==> config.mk <==
export PLATFORM = sky130hd
export DESIGN_NAME = alu_arbiter
export DESIGN_NICKNAME = d
export VERILOG_FILES = /design/src/rtl/alu_arbiter_pkg.sv /design/src/rtl/alu_arbiter_rr_arbiter2.sv /design/src/rtl/alu_arbiter.sv
export SDC_FILE = /design/constraint.sdc
export NUM_CORES = 1
export LEC_CHECK = 0
export ABC_AREA = 1
export CAP_MARGIN = 20
export CORE_AREA = 2 2 212 214
export DETAILED_ROUTE_END_ITERATION = 7
export DIE_AREA = 0 0 214 216
export REMOVE_ABC_BUFFERS = 1
export SYNTH_ARGS = -nofsm -noshare
export SYNTH_HDL_FRONTEND = slang
export SYNTH_SLANG_ARGS = --single-unit
==> constraint.sdc <==
create_clock -name CLK -period 1.5 [get_ports CLK]
set_input_delay 0.15 -clock CLK [delete_from_list [all_inputs] [get_ports CLK]]
set_output_delay 0.15 -clock CLK [all_outputs]
set_load 0.01 [all_outputs]
==> src/rtl/alu_arbiter_pkg.sv <==
// -----------------------------------------------------------------------------
// alu_arbiter_pkg
//   Shared definitions for the two-requester ALU arbiter:
//     - ALU control code constants (AND, OR, ADD, SUB, PASSB)
//     - FSM state encoding used by alu_arbiter (IDLE / EXEC / RESP)
//     - is_legal_op(): true for the five supported control codes; only used
//       when the ALU_OPCHECK_EN build macro is defined.
// -----------------------------------------------------------------------------
package alu_arbiter_pkg;

    localparam logic [3:0] ALU_AND   = 4'b0000;
    localparam logic [3:0] ALU_OR    = 4'b0001;
    localparam logic [3:0] ALU_ADD   = 4'b0010;
    localparam logic [3:0] ALU_SUB   = 4'b0110;
    localparam logic [3:0] ALU_PASSB = 4'b0111;

    typedef enum logic [1:0] {
        ST_IDLE = 2'd0,
        ST_EXEC = 2'd1,
        ST_RESP = 2'd2
    } state_e;

    function automatic logic is_legal_op(input logic [3:0] ctrl);
        logic legal;
        legal = 1'b0;
        case (ctrl)
            ALU_AND, ALU_OR, ALU_ADD, ALU_SUB, ALU_PASSB: legal = 1'b1;
            default: legal = 1'b0;
        endcase
        return legal;
    endfunction

endpackage

==> src/rtl/alu_arbiter_rr_arbiter2.sv <==
// -----------------------------------------------------------------------------
// rr_arbiter2
//   Two-way round-robin grant logic, purely combinational.
//   Ports:
//     valid_i [1:0] : request lines of requester 0 and 1
//     ptr_i         : requester that has priority when both request
//     grant_o [1:0] : one-hot grant (all zero when nothing requests)
//   The pointer is owned by the caller, which moves it away from the
//   requester it just served.
// -----------------------------------------------------------------------------
module rr_arbiter2 (
    input  logic [1:0] valid_i,
    input  logic       ptr_i,
    output logic [1:0] grant_o
);

    always_comb begin
        grant_o = 2'b00;
        case (valid_i)
            2'b01:   grant_o = 2'b01;
            2'b10:   grant_o = 2'b10;
            2'b11:   grant_o = ptr_i ? 2'b10 : 2'b01;
            default: grant_o = 2'b00;
        endcase
    end

endmodule

==> src/rtl/alu_arbiter.sv <==
// -----------------------------------------------------------------------------
// alu_arbiter
//   Shares one combinational ALU between two requesters. A request is
//   accepted in IDLE, its operands are registered and held on alu_* for
//   EXEC_CYCLES cycles, then the ALU result is captured and offered on the
//   response port until it is taken.
//
//   Build macro: ALU_OPCHECK_EN
//     defined   : unsupported control codes bypass EXEC and produce an error
//                 response (rsp_err=1, rsp_w=0, rsp_zero=1) on the next cycle,
//                 leaving alu_* untouched.
//     undefined : every code is executed; rsp_err is constant 0.
//
//   Handshake rule (both request ports and the response port): a transfer
//   happens on the rising CLK edge where valid and ready are both high;
//   valid may drop at any time before that edge without side effects, and
//   ready depends on the FSM state and the current valids only.
//
//   Ports:
//     CLK, Reset               : clock, synchronous active-high reset
//     reqN_valid / reqN_ready  : requester N handshake (N = 0, 1)
//     reqN_a, reqN_b, reqN_ctrl: requester N operands and ALU control code
//     alu_a, alu_b, alu_ctrl   : registered operands driven to the ALU
//     alu_w, alu_zero          : ALU result and zero flag
//     rsp_valid / rsp_ready    : response handshake
//     rsp_id                   : requester that owns the response
//     rsp_w, rsp_zero, rsp_err : captured result, zero flag, illegal-op flag
//     busy                     : high whenever the FSM is not IDLE
//     dbg_state                : current FSM state encoding (debug)
// -----------------------------------------------------------------------------
module alu_arbiter
    import alu_arbiter_pkg::*;
#(
    parameter int WIDTH       = 64,
    parameter int EXEC_CYCLES = 1
) (
    input  logic             CLK,
    input  logic             Reset,

    input  logic             req0_valid,
    output logic             req0_ready,
    input  logic [WIDTH-1:0] req0_a,
    input  logic [WIDTH-1:0] req0_b,
    input  logic [3:0]       req0_ctrl,

    input  logic             req1_valid,
    output logic             req1_ready,
    input  logic [WIDTH-1:0] req1_a,
    input  logic [WIDTH-1:0] req1_b,
    input  logic [3:0]       req1_ctrl,

    output logic [WIDTH-1:0] alu_a,
    output logic [WIDTH-1:0] alu_b,
    output logic [3:0]       alu_ctrl,
    input  logic [WIDTH-1:0] alu_w,
    input  logic             alu_zero,

    output logic             rsp_valid,
    input  logic             rsp_ready,
    output logic             rsp_id,
    output logic [WIDTH-1:0] rsp_w,
    output logic             rsp_zero,
    output logic             rsp_err,

    output logic             busy,
    output logic [1:0]       dbg_state
);

    // The counter is loaded with EXEC_CYCLES-1 and the result is captured on
    // the edge where it reads zero, so EXEC spans exactly EXEC_CYCLES cycles.
    localparam logic [3:0] CNT_LOAD = 4'(EXEC_CYCLES - 1);

    state_e           state_q, state_d;
    logic             ptr_q, ptr_d;
    logic [3:0]       cnt_q, cnt_d;
    logic [WIDTH-1:0] alu_a_q, alu_a_d;
    logic [WIDTH-1:0] alu_b_q, alu_b_d;
    logic [3:0]       alu_ctrl_q, alu_ctrl_d;
    logic             id_q, id_d;
    logic [WIDTH-1:0] rsp_w_q, rsp_w_d;
    logic             rsp_zero_q, rsp_zero_d;
    logic             rsp_err_q, rsp_err_d;

    logic [1:0]       grant;
    logic             accept;
    logic             sel_req1;
    logic [WIDTH-1:0] sel_a;
    logic [WIDTH-1:0] sel_b;
    logic [3:0]       sel_ctrl;
    logic             op_illegal;

    rr_arbiter2 u_rr (
        .valid_i (Reset ? 2'b00 : {req1_valid, req0_valid}),
        .ptr_i   (ptr_q),
        .grant_o (grant)
    );

    // Grant is one-hot, so the winner's operands can be muxed by grant[1].
    assign sel_req1 = grant[1];
    assign sel_a    = sel_req1 ? req1_a    : req0_a;
    assign sel_b    = sel_req1 ? req1_b    : req0_b;
    assign sel_ctrl = sel_req1 ? req1_ctrl : req0_ctrl;
    assign accept   = (state_q == ST_IDLE) && (grant != 2'b00);

`ifdef ALU_OPCHECK_EN
    assign op_illegal = !is_legal_op(sel_ctrl);
`else
    // Without the op check every code executes, so the error flag register
    // only ever loads 0 and rsp_err is a constant 0.
    assign op_illegal = 1'b0;
`endif

    always_comb begin
        state_d    = state_q;
        ptr_d      = ptr_q;
        cnt_d      = cnt_q;
        alu_a_d    = alu_a_q;
        alu_b_d    = alu_b_q;
        alu_ctrl_d = alu_ctrl_q;
        id_d       = id_q;
        rsp_w_d    = rsp_w_q;
        rsp_zero_d = rsp_zero_q;
        rsp_err_d  = rsp_err_q;
        req0_ready = 1'b0;
        req1_ready = 1'b0;

        case (state_q)
            ST_IDLE: begin
                req0_ready = grant[0];
                req1_ready = grant[1];
                if (accept) begin
                    id_d = sel_req1;
                    if (op_illegal) begin
                        // Error response is formed immediately; the ALU
                        // never sees the rejected operands.
                        rsp_w_d    = '0;
                        rsp_zero_d = 1'b1;
                        rsp_err_d  = 1'b1;
                        state_d    = ST_RESP;
                    end else begin
                        alu_a_d    = sel_a;
                        alu_b_d    = sel_b;
                        alu_ctrl_d = sel_ctrl;
                        cnt_d      = CNT_LOAD;
                        state_d    = ST_EXEC;
                    end
                end
            end

            ST_EXEC: begin
                if (cnt_q == 4'd0) begin
                    rsp_w_d    = alu_w;
                    rsp_zero_d = alu_zero;
                    rsp_err_d  = 1'b0;
                    state_d    = ST_RESP;
                end else begin
                    cnt_d = cnt_q - 4'd1;
                end
            end

            ST_RESP: begin
                if (rsp_ready) begin
                    // Priority goes to the requester that was not just served.
                    ptr_d   = ~id_q;
                    state_d = ST_IDLE;
                end
            end

            default: begin
                state_d = ST_IDLE;
            end
        endcase
    end

    always_ff @(posedge CLK) begin
        if (Reset) begin
            state_q    <= ST_IDLE;
            ptr_q      <= 1'b0;
            cnt_q      <= 4'd0;
            alu_a_q    <= '0;
            alu_b_q    <= '0;
            alu_ctrl_q <= ALU_AND;
            id_q       <= 1'b0;
            rsp_w_q    <= '0;
            rsp_zero_q <= 1'b0;
            rsp_err_q  <= 1'b0;
        end else begin
            state_q    <= state_d;
            ptr_q      <= ptr_d;
            cnt_q      <= cnt_d;
            alu_a_q    <= alu_a_d;
            alu_b_q    <= alu_b_d;
            alu_ctrl_q <= alu_ctrl_d;
            id_q       <= id_d;
            rsp_w_q    <= rsp_w_d;
            rsp_zero_q <= rsp_zero_d;
            rsp_err_q  <= rsp_err_d;
        end
    end

    assign alu_a     = alu_a_q;
    assign alu_b     = alu_b_q;
    assign alu_ctrl  = alu_ctrl_q;
    assign rsp_valid = (state_q == ST_RESP);
    assign rsp_id    = id_q;
    assign rsp_w     = rsp_w_q;
    assign rsp_zero  = rsp_zero_q;
    assign rsp_err   = rsp_err_q;
    assign busy      = (state_q != ST_IDLE);
    assign dbg_state = state_q;

endmodule

==> impl_metrics.yaml <==
outcome:
  outcome: "finished with violations"
  failed_checks: "negative setup slack"
setup_path:
  critical_path_class: "reg2out"
  crit_chain: "nor2_4 > nand3_4 > nor2_4 > buf_6"
  arrival_ns: 1.39
  endpoint_kind: "primary output"
  r2r_end: "alu_a[7]$_SDFFE_PP0P_"
  crit_path_top_delay_cell: "dfxtp_2"
  cp.required_ns: 1.35
  cpLargestDelayFamily: "simple AND/OR/NAND/NOR gates"
  critical_path.max_fanout: 3
  ff2ff_setup_slack_ns: -0.03
  rr_startpoint: "dbg_state[1]$_SDFFE_PP0P_"
  rr_worst_depth: 10
  cp-start-kind: "flop"
  critPathBufInv: 1
  worst_path_most_repeated_cell: "nor2_4"
  cpPeakStageDelay_ns: 0.33
  crit_cells: 4
synthesis:
  ys.flop_type: "dfxtp_1"
  synth_area_sq_um: 8390
  ys_warn_count: 0
  synth_edf_count: 0
  avgSynthCellArea_sq_um: 6.71
  yosysTopAreaCellShare_pct: 48.9
  synth_seq_area_share_pct: 48.9
  synth.area.top_cells: "dfxtp_1 (49%), nand2_1 (18%), nor2_1 (11%), o21ai_0 (8.0%), inv_1 (4.8%)"
  ys_async_sr_fraction_pct: 0
  synth_largest_area_cell: "dfxtp_1"
  synth_cell_types: 18
  synthCells: 1251
  ys_ff_latch: 205
die:
  ioPinCount: 539
  start_util_pct: 19.1
  dieArea_sq_um: 46200
  fp.coreArea_sq_um: 43800
  die_w_um: 214
  rows: 77
  die_h_um: 216
route:
  wl_um: 37900
  drtPass1Iterations: 5
  vias: 10054
  antenna_left: 0
  drc: 0
  vias_per_cell: 4.13
  drt_iter0_markers: 379
  wl_per_cell_um: 15.6
timing:
  rsz0062_at_grt: "true"
  clock_skew_ns: 0.0215
  fin_crit_ns: 1.54
  final_max_slew_viol_count: 0
  tightest_slew_ns: 0.603
  setup_viol: 17
  max_freq_mhz: 649
  period_share_pct: 103
  timing.slew.headroom_pct: 59.8
  finalSetupTns_ns: -0.228
  hold_violations: 0
  post-route-worst-setup-slack_ns: -0.0414
cells_and_area:
  drive_above_1_share_pct: 13.5
  syn_to_final_growth_pct: 96.3
  fin_nets: 2161
power_and_ir_drop:
  ir_drop_v: 0.000815
  p_clk_share_pct: 35.2
  power_switching_mw: 5.19
  p_per_area_nw_per_um2: 1070
  finalPower_mw: 17.7
  power_frac_seq_pct: 37.0
  p_int_mw: 12.5
  p_sw_share_pct: 29.4
  cellLeakagePower_nw: 7.65
  pwr-share-comb_pct: 27.8
grt:
  antenna_found_initial: 1
  grt_pass1_vias: 10060
  grt_pass1_wl_um: 55600
  grt_overflow_total: 0
  grt_max_degree: 66
  track_usage_pct: 15.2
clocking:
  h-tree-depth: 1
  path_clk_slew_ns: 0.06
  cts_tree: "yes"
  clk_latency_ns: 0.55
  cts_buffer_depth: 3
  cts-root-buf: "clkbuf_16"
  cts_buffers: 26
  cts_sinks: 205
  ctsHoldBuffers: 0
min_path:
  holdPathEnd: "alu_a[3]$_SDFFE_PP0P_"
  min-delay-start: "req1_a[3]"
  hold_path_depth: 3
  hp-class: "in2reg"
placed_design:
  port_buffers: 537
  dpl.hpwl_um: 27100
  gp_congestion: 0.860
flow_run:
  maxCapViolCount: 0
## layout make-up
class | count | area [sq um]
tap | 592 | 741
inverter | 111 | 437
clock inverter | 8 | 75.1
antenna | 1 | 2.50
clock buffer | 36 | 769
fill | 4548 | 27400
timing repair buffer | 621 | 6250
multi-input combinational | 861 | 4090
sequential | 205 | 4110
## how the worst max path moves through the flow
stage                                         start                     end
final                     dbg_state[1]$_SDFFE_PP0P_              req1_ready
after CTS                 dbg_state[0]$_SDFFE_PP0P_  alu_b[44]$_SDFFE_PP0P_
after global placement                   req1_valid              req1_ready
after detailed placement                 req1_valid  alu_a[47]$_SDFFE_PP0P_
after global routing      dbg_state[1]$_SDFFE_PP0P_   alu_a[7]$_SDFFE_PP0P_
after floorplan                  ptr_q$_SDFFE_PP0P_  alu_a[12]$_SDFFE_PP0P_
## cells in the mapped netlist, types with 3 or more instances
cell type,n
a21oi_1,4
buf_2,44
buf_4,6
clkbuf_1,24
dfxtp_1,205
inv_1,108
inv_2,3
nand2_1,408
nand3_1,41
nor2_1,240
o21ai_0,134
o21ai_1,28
## cells by family after synthesis
group           Yosys count  synth area share [%]
fa+ha+maj                 1                 0.149
other cells               1                0.0447
flops                   205                  48.9
buf+inv                 185                  9.20
simple gates            691                  31.6
compound gates          168                  10.1
## state kept, by name (all words and copies together), names as in the netlist
register and cells:
alu_a 64, alu_b 64, rsp_w 64, alu_ctrl 4
cnt_q 4, dbg_state 2, ptr_q 1, rsp_id 1
rsp_zero 1
## layout by cell type, fill, tap and decap left out, drive strengths merged
master,Yosys,final
bufinv,0,1
nor3,1,1
o22ai,1,1
inv,111,110
conb,1,1
dfxtp,205,205
ha,1,1
diode,0,1
o21ai,162,162
clkinv,0,7
clkbuf,24,43
dlygate4sd2,0,198
nor2,240,240
buf,50,82
clkinvlp,0,1
nand2,408,408
clkdlybuf4s50,0,333
clkdlybuf4s15,0,1
a21oi,5,5
nand3,42,42
## per-layer routing
metal  part of all wire [%]  routed length [um]  up-vias  track usage [%]
li1                       -                   -     4968                -
met2                     49               18500      403             26.6
met1                     40               15300     4613             17.2
met4                    3.4                1300        0             6.60
met5                      0                   0        -                0
met3                    7.4                2820       70             4.27
## repair_timing
action | 4_1_cts | 5_1_grt
endpoints found under the hold margin | 0 | 0
endpoints found under the setup margin | 336 | 164
cloned | 6 | 7
buffers inserted | 9 | 5
pin swaps | 3 | 69
gates resized for setup | 306 | 191
## through the flow
step	worst slack, ns	cells	hold WS (ns)	util [%]	cell area [sq um]
final	-0.0414	2435	0.162	37.6	16500
after global routing	-0.100	2435	0.170	37.6	16500
after CTS	-0.0970	2433	0.138	36.1	15800
after detailed placement	-0.466	2375	0.445	34.0	14900
after global placement	-0.405	2375	0.439	34.0	14900
after floorplan	-4.33	1177	0.219	-	8040
## power groups by stage
stage               sequential [mW]  clock (mW)  combinational (mW)
global placement               6.64           0                4.67
CTS                            6.54        6.38                4.56
detailed placement             6.66           0                4.71
global route                   6.63        6.58                5.33
floorplan                      6.96           0                1.20
finish                         6.54        6.21                4.91
## worst min-delay path, cell delays in order
cell	delay [ns]
clkdlybuf4s50_1	0.39
nand2_1	0.06
nand3_1	0.06
No activity file was read; power rests on OpenSTA's default activity.
